`config.mk`:
```
export PLATFORM = sky130hd
export DESIGN_NAME = fetch_unit
export DESIGN_NICKNAME = d
export VERILOG_FILES = /design/src/rtl/fetch_unit.sv
export SDC_FILE = /design/constraint.sdc
export NUM_CORES = 1
export LEC_CHECK = 0
export ABC_AREA = 1
export BUFFER_PORTS_ARGS = -buffer_cell sky130_fd_sc_hd__buf_2
export CAP_MARGIN = 20
export CORE_AREA = 8 8 188 190
export CTS_CLUSTER_SIZE = 14
export DETAILED_ROUTE_END_ITERATION = 10
export DIE_AREA = 0 0 196 198
export GPL_TIMING_DRIVEN = 1
export PLACE_DENSITY = 0.75
export SYNTH_ARGS = -nofsm -noshare
export SYNTH_HDL_FRONTEND = slang
export SYNTH_SLANG_ARGS = --single-unit
export TNS_END_PERCENT = 5
```
`constraint.sdc`:
```
create_clock -name clk -period 6.9 [get_ports clk]
set_input_delay 0.345 -clock clk [delete_from_list [all_inputs] [get_ports clk]]
set_output_delay 0.345 -clock clk [all_outputs]
set_load 0.01 [all_outputs]
```
`src/rtl/fetch_unit.sv`:
```
// fetch_unit - instruction fetch stage.
//
// Owns the 64-bit fetch PC, issues sequential word requests to instruction
// memory, buffers the returned words in an in-order queue, and delivers them
// to decode with the PC of each word. A redirect from a later stage flushes
// the queue. Responses to requests that were already in flight are dropped.
//
// Parameters:
//   RESET_PC     PC of the first fetch after reset
//   QUEUE_DEPTH  queue entries (power of two, >= 2); also caps outstanding requests
//
// Ports:
//   clk, reset                  clock, async active-high reset
//   imem_req_valid_o/ready_i    fetch request handshake
//   imem_req_addr_o             word-aligned request byte address
//   imem_resp_valid_i/data_i    in-order response word, never back-pressured
//   redirect_valid_i/pc_i       flush and restart fetch at a new PC
//   instr_valid_o/ready_i       queue head handshake toward decode
//   instr_o, pc_o               head instruction word and its PC
//   fetch_exc_o                 head entry carries a misaligned-fetch exception
//
// Optional feature (macro FETCH_MISALIGN_EXC_EN):
//   defined   - a misaligned redirect target halts fetch and queues one NOP
//               entry flagged with fetch_exc_o; an aligned redirect resumes.
//   undefined - the redirect target's low two bits are ignored.

module fetch_unit #(
  parameter logic [63:0] RESET_PC    = 64'h0000_0000_0000_0000,
  parameter int unsigned QUEUE_DEPTH = 4
) (
  input  logic        clk,
  input  logic        reset,
  output logic        imem_req_valid_o,
  input  logic        imem_req_ready_i,
  output logic [63:0] imem_req_addr_o,
  input  logic        imem_resp_valid_i,
  input  logic [31:0] imem_resp_data_i,
  input  logic        redirect_valid_i,
  input  logic [63:0] redirect_pc_i,
  output logic        instr_valid_o,
  input  logic        instr_ready_i,
  output logic [31:0] instr_o,
  output logic [63:0] pc_o,
  output logic        fetch_exc_o
);

  localparam int unsigned AW = $clog2(QUEUE_DEPTH);
  localparam int unsigned CW = AW + 1;
  localparam logic [CW+1:0] DEPTH_W = (CW+2)'(QUEUE_DEPTH);

  logic [31:0]   q_data [QUEUE_DEPTH];
  logic [AW-1:0] rd_ptr;
  logic [AW-1:0] wr_ptr;
  logic [CW-1:0] count;
  logic [CW-1:0] outstanding;
  logic [CW-1:0] drop_cnt;
  logic [63:0]   fetch_pc;
  logic [63:0]   head_pc;
  logic [31:0]   instr_hold;
  logic          halted;
  logic [63:0]   redirect_tgt;

  logic [CW+1:0] credit_sum;
  logic          head_valid;
  logic          req_valid;
  logic          req_fire;
  logic          deq;
  logic          enq;
  logic          resp_drop;

`ifdef FETCH_MISALIGN_EXC_EN
  localparam logic [31:0] NOP_WORD = 32'h0000_0013;

  logic                   redirect_misaligned;
  logic [QUEUE_DEPTH-1:0] q_exc;

  assign redirect_misaligned = |redirect_pc_i[1:0];
  assign redirect_tgt        = redirect_pc_i;
`else
  logic [1:0] unused_pc_lsbs;

  assign unused_pc_lsbs = redirect_pc_i[1:0];
  assign redirect_tgt   = {redirect_pc_i[63:2], 2'b00};
  assign halted         = 1'b0;
`endif

  always_comb begin
    credit_sum = {2'b00, count} + {2'b00, outstanding} + {2'b00, drop_cnt};
    head_valid = (count != '0);
    // Gated by reset so no request escapes while reset is held.
    req_valid  = !reset && !redirect_valid_i && !halted && (credit_sum < DEPTH_W);
    req_fire   = req_valid && imem_req_ready_i;
    deq        = head_valid && !redirect_valid_i && instr_ready_i;
    resp_drop  = imem_resp_valid_i && (drop_cnt != '0);
    enq        = imem_resp_valid_i && (drop_cnt == '0);
  end

  assign imem_req_valid_o = req_valid;
  assign imem_req_addr_o  = fetch_pc;
  assign instr_valid_o    = head_valid && !redirect_valid_i;
  assign instr_o          = head_valid ? q_data[rd_ptr] : instr_hold;
  assign pc_o             = head_pc;

`ifdef FETCH_MISALIGN_EXC_EN
  assign fetch_exc_o = head_valid && q_exc[rd_ptr];
`else
  assign fetch_exc_o = 1'b0;
`endif

  // Control state. On redirect, every response still owed by memory (the
  // outstanding ones plus those already marked for dropping) must be
  // discarded, less the one landing on this very edge.
  always_ff @(posedge clk or posedge reset) begin
    if (reset) begin
      fetch_pc    <= RESET_PC;
      head_pc     <= RESET_PC;
      rd_ptr      <= '0;
      wr_ptr      <= '0;
      count       <= '0;
      outstanding <= '0;
      drop_cnt    <= '0;
      instr_hold  <= '0;
    end else if (redirect_valid_i) begin
      fetch_pc    <= redirect_tgt;
      head_pc     <= redirect_tgt;
      rd_ptr      <= '0;
      wr_ptr      <= '0;
      count       <= '0;
      drop_cnt    <= drop_cnt + outstanding - CW'(imem_resp_valid_i);
      outstanding <= '0;
`ifdef FETCH_MISALIGN_EXC_EN
      if (redirect_misaligned) begin
        wr_ptr <= AW'(1);
        count  <= CW'(1);
      end
`endif
    end else begin
      if (req_fire) fetch_pc <= fetch_pc + 64'd4;
      if (deq) begin
        head_pc    <= head_pc + 64'd4;
        rd_ptr     <= rd_ptr + 1'b1;
        instr_hold <= q_data[rd_ptr];
      end
      if (enq) wr_ptr <= wr_ptr + 1'b1;
      if (resp_drop) drop_cnt <= drop_cnt - 1'b1;
      count       <= count + CW'(enq) - CW'(deq);
      outstanding <= outstanding + CW'(req_fire) - CW'(enq);
    end
  end

  // Queue storage; contents are only meaningful below count, so no reset.
  always_ff @(posedge clk) begin
    if (!redirect_valid_i && enq) q_data[wr_ptr] <= imem_resp_data_i;
`ifdef FETCH_MISALIGN_EXC_EN
    if (redirect_valid_i && redirect_misaligned) q_data[0] <= NOP_WORD;
`endif
  end

`ifdef FETCH_MISALIGN_EXC_EN
  always_ff @(posedge clk or posedge reset) begin
    if (reset) begin
      halted <= 1'b0;
      q_exc  <= '0;
    end else if (redirect_valid_i) begin
      halted <= redirect_misaligned;
      q_exc  <= {{(QUEUE_DEPTH-1){1'b0}}, redirect_misaligned};
    end else if (enq) begin
      q_exc[wr_ptr] <= 1'b0;
    end
  end
`endif

endmodule

```
==> flow_summary.ini, run 1 <==
[run_status]
outcome = finished clean

[clock_network]
cts_resized = 0
cts-root-buf = clkbuf_16
clkLatencyLatePin_ns = 0.58
cts_sinks = 297
h-tree-depth = 1
clkTransAtPathRegs_ns = 0.06
tritoncts = yes
clk_path_buf_depth = 3
cts_buffers = 31

[yosys]
ys_ff_latch = 297
ys_types = 47
yosysTopAreaCellShare_pct = 25.1
synthCells = 2179
synth_ff_type = dfrtp_1
yosysWarningCount = 0
synth_edf_count = 128
synth_area_per_cell_um2 = 7.75
synthTopCellsByArea = dfrtp_1 25%, edfxtp_1 23%, nand2_1 15%
syn_area_um2 = 16900
ys_async_sr_fraction_pct = 56.9
seq_area_frac_synth_pct = 47.8
yosys.area.top_type = dfrtp_1

[timing]
fin_skew_ns = 0.0153
setup_tns_ns = 0
min_period_ns = 3.77
fin_crit_sh_pct = 54.7
fmaxAchievable_mhz = 265
hold_viol = 0
setup_viol = 0
worst_slack_ns = 3.13
rsz0062_at_grt = no
tightest_slew_ns = 1.07
relSlewSlack_pct = 28.3
slew_viol_final = 0

[power_and_ir_drop]
power_density_nw_per_um2 = 347
ir_drop_mv = 0.561
p_leak_nw = 8.80

[critical_path]
cp.required_ns = 6.55
start_kind = flip-flop
crit_path_end_kind = output pin
arrival_ns = 3.43
cp_max_fo = 45
crit_type = flip-flop to output pin

[drt]
wl_per_cell_um = 20.2
dr.pass1.iters = 6
ant_nets = 0
vias = 16100
viasPerCell = 5.60
drcViolationCount = 0
drtIter0Drc = 1682
drt_wl_total_um = 58000

[finish]
diodes = 0
layout_common_cells = 674 x nand2_1, 294 x nor2_1, 257 x buf_2
layout.cells.non_filler = 2873
layout-drive-gt1-share_pct = 15.5
nNetsFinal = 2565
synthToLayoutAreaGrowth_pct = 18.2
final_common_cell = nand2_1

[grt]
grt_pass1_vias = 15200
grt_use_met3_pct = 6.50
antenna_found_initial = 0
globalRoute.totalOverflow = 0
grt.busiest_layer = met2
grt_max_degree = 82
grt_use_total_pct = 28.9
grt_pass1_wl_um = 87600
use_met1_pct = 38.4
gr-usage-met2_pct = 45.8

[placement]
dp.final_hpwl_um = 42300
dp_cells = 2780
io_buffers = 257
gp_congestion = 0.978
preCtsSetupSlack_ns = 3.36

[die]
initial_utilization_pct = 52.4
ios = 265
die_area_um2 = 38800
die_h_um = 198
core-area_um2 = 32200
fp.dieW_um = 196
rows = 66

[min_path]
hold_class = primary input to flip-flop

[job]
maxCapViolCount = 0
[area by class of cell]
class	instances	area (um^2)
fill	2864	12200
sequential	297	8070
multi-input combinational	1608	7680
timing repair buffer	303	1760
clock buffer	39	856
inverter	199	758
tap	408	510
clock inverter	19	332
[final timing paths]
path                                              endpoint                startpoint  slack [ns]  cells after the start
hold / removal                      q_data[0][7]$_DFFE_PP_       imem_resp_data_i[7]       0.008                      1
max in group asynchronous  imem_req_addr_o[18]$_DFFE_PP0N_                     reset        5.12                      4
min in group asynchronous              pc_o[3]$_DFFE_PP0N_                     reset        0.39                      3
hold reg to reg                    drop_cnt[1]$_DFFE_PP0P_   drop_cnt[1]$_DFFE_PP0P_        0.51                      2
setup reg to reg           imem_req_addr_o[25]$_DFFE_PP0N_  outstanding[1]$_DFF_PP0_        3.30                     10
setup / recovery                               instr_o[30]     rd_ptr[0]$_DFFE_PP0N_        3.13                      8
[sequential cells by signal, summed over array words and instances (netlist names)]
| register | flops |
|---|---|
| count | 3 |
| drop_cnt | 3 |
| imem_req_addr_o | 62 |
| instr_hold | 32 |
| outstanding | 3 |
| pc_o | 62 |
| q_data | 128 |
| rd_ptr | 2 |
| wr_ptr | 2 |
[where the power goes]
part,internal (mW),total (mW),switching [mW]
Clock,1.21,1.94,0.732
Sequential,2.16,2.55,0.396
Combinational,0.866,2.43,1.57
[worst max-delay path, cell delays in order, from the launching register on]
cell     delay, ns
dfrtp_2       0.56
buf_12        0.26
inv_1         0.73
buf_4         0.47
o21ai_0       0.14
o22ai_1       0.22
nand2_1       0.10
o21ai_0       0.15
buf_2         0.20
[kinds of logic after synthesis]
group | share of synthesized area, %
DFF | 47.8
xor gates and xnor gates | 3.58
buffers and inverters | 6.88
other | 0.0222
and+or+nand+nor | 31.5
adders and majority gates | 1.97
AOI/OAI and AO/OA | 8.27
[what timing repair did]
item	CTS	global route
setup buffers	0	0
hold endpoints to repair	181	0
hold buffers	32	0
[metal layers]
| metal | vias to the layer above | part of all wire, % |
|---|---|---|
| li1 | 7609 | - |
| met1 | 7559 | 41 |
| met2 | 797 | 45 |
| met3 | 112 | 10 |
| met4 | 0 | 3.9 |
| met5 | - | 0 |
[synthesized netlist by cell type, types with 5 or more instances]
cell,n
o21ai_1,5
ha_1,17
nand2_2,10
nor2_1,298
nand3_1,200
a21boi_0,13
buf_4,7
xor2_1,30
buf_6,8
o21ai_0,152
o22ai_1,32
o21a_1,10
nand4_1,28
nor3_1,9
dfrtp_1,169
nand2_1,675
fa_1,6
inv_1,179
edfxtp_1,128
inv_2,6
o21bai_1,9
nor2_2,18
o211ai_1,8
buf_1,7
a21oi_1,5
buf_2,21
xnor2_1,39
clkinv_1,13
nand3b_1,10
clkbuf_1,36
[metrics by stage]
stage / hold WS (ns) / util [%] / power [mW] / area, um^2
finish: 0.00774 / 62.0 / 6.93 / 20000
global route: 0.00801 / 62.0 / 7.34 / 20000
CTS: 0.00125 / 61.8 / 6.89 / 19900
detailed placement: 0.455 / 57.1 / 4.94 / 18400
global placement: 0.453 / 57.1 / 4.85 / 18400
floorplan: 0.444 / - / 4.02 / 16900
(Power assumes the default switching activity.)
==> run 2, diff against run 1 <==
Clock period 6.9 ns to 3.6 ns, I/O delays scaled along.
==> flow_summary.ini, run 2 (synthesis results as in run 1) <==
[run_status]
outcome = finished clean

[die]
core-area_um2 = 32200
initial_utilization_pct = 52.4
fp.dieW_um = 196
ios = 265
rows = 66
die_area_um2 = 38800
die_h_um = 198

[clock_network]
cts_buffers = 34
postCtsSetupBuffers = 0
h-tree-depth = 2
clkTransAtPathRegs_ns = 0.06
cts_resized = 0
cts-root-buf = clkbuf_16
clkLatencyLatePin_ns = 0.52
tritoncts = yes
cts_sinks = 297
clk_path_buf_depth = 3

[placement]
gp_congestion = 0.970
io_buffers = 257
dp.final_hpwl_um = 43000

[grt]
grt_max_degree = 137
globalRoute.totalOverflow = 0
grt_use_total_pct = 29.6
grt_pass1_vias = 15300
antenna_found_initial = 2
grt_pass1_wl_um = 89500

[finish]
nFillCells = 2867
largest_register = q_data
largest_reg_flops = 128
final_common_cell = nand2_1
synthToLayoutAreaGrowth_pct = 19.5
layout_common_cells = 674 x nand2_1, 294 x nor2_1, 257 x buf_2
nNetsFinal = 2598
layout-drive-gt1-share_pct = 15.8
final_util_pct = 62.7

[drt]
ant_nets = 0
vias = 16200
drtIter0Drc = 1703
drt_wl_total_um = 58400
wl_per_cell_um = 20.1
drcViolationCount = 0
viasPerCell = 5.57
dr.pass1.iters = 5

[timing]
tightest_slew_ns = 1.00
fin_crit_sh_pct = 89.2
fin_skew_ns = 0.0215
hold_viol = 0
relSlewSlack_pct = 33.2
whs_ns = 0.0229
rsz0062_at_grt = no
setup_viol = 0
min_period_ns = 3.21
setup_tns_ns = 0
fmaxAchievable_mhz = 312
slew_viol_final = 0

[power_and_ir_drop]
p_leak_nw = 8.87
power_density_nw_per_um2 = 647
ir_drop_mv = 0.706

[critical_path]
crit_path_end_kind = flip-flop
cp.required_ns = 4.05
arrival_ns = 3.66
start_kind = flip-flop
cp_max_fo = 47
crit_type = flip-flop to flip-flop

[job]
maxCapViolCount = 0

[min_path]
hold_class = primary input to flip-flop
[run 2: cell types whose count changed in the layout (fill, tap and decap cells not counted), sizes merged]
cell,change
dlygate4sd3,+23
clkinvlp,+2
buf,+7
clkinv,+5
bufinv,-5
clkbuf,+2
diode,+3
[run 2: path summary, 6_finish.rpt]
path / from / to / slack (ns) / depth (start not counted)
max: outstanding[1]$_DFF_PP0_ / imem_req_addr_o[26]$_DFFE_PP0N_ / 0.39 / 11
min in group asynchronous: reset / instr_hold[14]$_DFFE_PP0P_ / 0.53 / 4
max in group asynchronous: reset / pc_o[14]$_DFFE_PP0N_ / 1.85 / 5
max reg2reg: outstanding[1]$_DFF_PP0_ / imem_req_addr_o[26]$_DFFE_PP0N_ / 0.39 / 11
min: redirect_pc_i[30] / pc_o[30]$_DFFE_PP0N_ / 0.02 / 3
min reg2reg: drop_cnt[1]$_DFFE_PP0P_ / drop_cnt[1]$_DFFE_PP0P_ / 0.53 / 2
[run 2: what timing repair did]
item / in CTS / in global routing
endpoints found under the setup margin: 0 / 0
hold buffers: 55 / 0
endpoints found under the hold margin: 191 / 0
[run 2: final cells by class]
cell class / count / area (um^2) / area share, %
Timing Repair Buffer: 333 / 2010 / 9.94
Sequential cell: 297 / 8070 / 40.0
Clock inverter: 21 / 226 / 1.12
Multi-Input combinational cell: 1608 / 7700 / 38.2
Antenna cell: 3 / 7.51 / 0.0372
Clock buffer: 41 / 897 / 4.45
Inverter: 199 / 757 / 3.75
Tap cell: 408 / 510 / 2.53
[run 2: where the power goes]
part / total, mW / leakage, nW / switching, mW / internal [mW]
combinational: 4.67 / 5.11 / 3.01 / 1.66
sequential: 4.88 / 3.22 / 0.737 / 4.14
clock: 3.51 / 0.546 / 1.43 / 2.08
[run 2: through the flow]
| stage | std cells | cell area (um^2) | power (mW) | worst slack, ns |
|---|---|---|---|---|
| 3_3_place_gp | 2790 | 18500 | 9.38 | 0.505 |
| 5_1_grt | 2909 | 20200 | 13.9 | 0.142 |
| 4_1_cts | 2907 | 20200 | 13.1 | 0.406 |
| 3_5_place_dp | 2790 | 18500 | 9.52 | 0.427 |
| 2_1_floorplan | 2183 | 16900 | 7.73 | -0.858 |
| 6_report | 2910 | 20200 | 13.1 | 0.390 |
[run 2: critical path: stages, from the launching register on]
cell and delay, ns:
dfrtp_1 0.41, inv_1 0.10, fa_1 0.47, a21oi_1 0.18
fa_1 0.48, a211oi_4 0.25, nand3_2 0.14, buf_4 0.33
inv_2 0.11, buf_4 0.38, nand3_1 0.14, nand3_1 0.12
[run 2: metal layers]
layer,routed length (um),vias to the layer above,global-route usage [%]
li1,-,7670,-
met1,24300,7670,40.6
met2,26000,762,45.6
met3,5670,113,6.28
met4,2360,0,11.5
met5,0,-,0
==> run 3, diff against run 2 <==
--- a/config.mk
+++ b/config.mk
@@ -10,6 +10,6 @@
 export CAP_MARGIN = 20
-export CORE_AREA = 8 8 188 190
+export CORE_AREA = 4 4 184 186
 export CTS_CLUSTER_SIZE = 14
 export DETAILED_ROUTE_END_ITERATION = 10
-export DIE_AREA = 0 0 196 198
+export DIE_AREA = 0 0 188 190
 export GPL_TIMING_DRIVEN = 1
==> constraint.sdc (replaced) <==
create_clock -name clk -period 3.6 [get_ports clk]
set_input_delay 1.08 -clock clk [delete_from_list [all_inputs] [get_ports clk]]
set_output_delay 1.08 -clock clk [all_outputs]
set_load 0.01 [all_outputs]
==> flow_summary.ini, run 3 (synthesis results as in run 1) <==
[timing]
setup_viol = 1
fin_skew_ns = 0.0139
fmaxAchievable_mhz = 275
hold_viol = 0
setup_tns_ns = -0.0302
fin_crit_sh_pct = 101
relSlewSlack_pct = 41.7
tightest_slew_ns = 0.874
rsz0062_at_grt = yes
min_period_ns = 3.63
worst_slack_ns = -0.0302
slew_viol_final = 0
whs_ns = 0.524

[clock_network]
clk_path_buf_depth = 3
cts_buffers = 35
cts_sinks = 297
clkLatencyLatePin_ns = 0.54
clkTransAtPathRegs_ns = 0.05
cts-root-buf = clkbuf_16
tritoncts = yes
h-tree-depth = 2

[critical_path]
start_kind = flip-flop
cp.required_ns = 2.52
arrival_ns = 2.55
cp_max_fo = 2
crit_path_end_kind = output pin
crit_type = flip-flop to output pin

[finish]
nFillCells = 2827
largest_reg_flops = 128
synthToLayoutAreaGrowth_pct = 17.8
largest_register = q_data
nNetsFinal = 2552
layout-drive-gt1-share_pct = 16.5
final_common_cell = nand2_1
layout_common_cells = 674 x nand2_1, 294 x nor2_1, 257 x buf_2

[power_and_ir_drop]
ir_drop_mv = 0.875
power_mw = 13.2
p_leak_nw = 8.73
power_density_nw_per_um2 = 664

[run_status]
outcome = finished with violations
violations = negative setup slack

[placement]
dp.final_hpwl_um = 40200
gp_congestion = 0.991
preCtsSetupSlack_ns = 0.380
io_buffers = 257

[grt]
grt_pass1_vias = 15100
grt_use_total_pct = 30.1
globalRoute.totalOverflow = 0
grt_pass1_wl_um = 84500
antenna_found_initial = 1
grt_max_degree = 121

[die]
ios = 265
initial_utilization_pct = 52.3
die_area_um2 = 35700
rows = 66
core-area_um2 = 32300
fp.dieW_um = 188
die_h_um = 190

[drt]
drcViolationCount = 0
drtIter0Drc = 1378
ant_nets = 0
viasPerCell = 5.51
vias = 16000
drt_wl_total_um = 55000
dr.pass1.iters = 6
wl_per_cell_um = 19.0

[job]
maxCapViolCount = 0

[min_path]
hold_class = flip-flop to flip-flop
[run 3: cell types whose count changed in the layout (fill, tap and decap cells not counted), moves of 2 or more]
cell,previous run,this run
buf_12,1,9
clkbuf_1,5,9
clkinv_1,17,19
clkinv_2,8,2
clkinv_4,1,4
clkinvlp_4,4,2
dlygate4sd3_1,55,0
inv_1,175,172
inv_2,8,11
inv_6,2,0
[run 3: metal layers]
layer | vias to the layer above | global-route usage (%) | share of wire [%]
li1 | 7590 | - | -
met1 | 7459 | 41.8 | 41
met2 | 797 | 46.0 | 44
met3 | 119 | 6.68 | 11
met4 | 0 | 12.4 | 4.4
met5 | - | 0 | 0
[run 3: timing repair]
action                     in CTS  in global routing
setup endpoints to repair       1                 43
pin swaps                       4                  4
buffers inserted                8                  0
hold buffers                    0                  0
gates resized for setup         5                  3
[run 3: final cells by class]
class | count | area (um^2) | share of cell area, %
flip-flops and latches | 297 | 8080 | 40.6
multi-input cells | 1608 | 7710 | 38.8
repair buffers | 286 | 1620 | 8.14
clock buffers | 46 | 937 | 4.71
inverters | 199 | 757 | 3.81
well taps | 442 | 553 | 2.78
clock inverters | 18 | 234 | 1.18
diodes | 2 | 5.00 | 0.0252
[run 3: path summary, 6_finish.rpt]
check / start / endpoint / slack, ns / cells past startpoint
worst max-delay path: count[1]$_DFF_PP0_ / imem_req_valid_o / -0.03 / 8
worst min-delay path: drop_cnt[1]$_DFFE_PP0P_ / drop_cnt[1]$_DFFE_PP0P_ / 0.52 / 2
worst max register to register: count[1]$_DFF_PP0_ / outstanding[2]$_DFF_PP0_ / 0.22 / 17
worst min register to register: drop_cnt[1]$_DFFE_PP0P_ / drop_cnt[1]$_DFFE_PP0P_ / 0.52 / 2
max in group asynchronous: reset / rd_ptr[1]$_DFFE_PP0N_ / 2.10 / 3
min in group asynchronous: reset / imem_req_addr_o[61]$_DFFE_PP0N_ / 0.90 / 3
[run 3: where the power goes]
part | internal, mW | leakage, nW | switching (mW) | total (mW)
clock network | 2.15 | 0.562 | 1.48 | 3.63
logic | 1.73 | 4.95 | 2.99 | 4.72
registers | 4.14 | 3.21 | 0.731 | 4.87
[run 3: per-stage QoR]
stage | std cells | utilization [%] | cell area, um^2
5_1_grt | 2897 | 61.6 | 19900
6_report | 2898 | 61.6 | 19900
4_1_cts | 2896 | 61.6 | 19900
3_3_place_gp | 2824 | 57.7 | 18600
3_5_place_dp | 2824 | 57.7 | 18600
2_1_floorplan | 2183 | - | 16900
[run 3: critical path, cell delays in order, from the launching register on]
cell and delay, ns:
dfrtp_1 0.39, inv_2 0.09, fa_1 0.45, a21oi_2 0.15, fa_2 0.47, a211oi_4 0.18, nand2_1 0.11, inv_1 0.06
buf_2 0.12
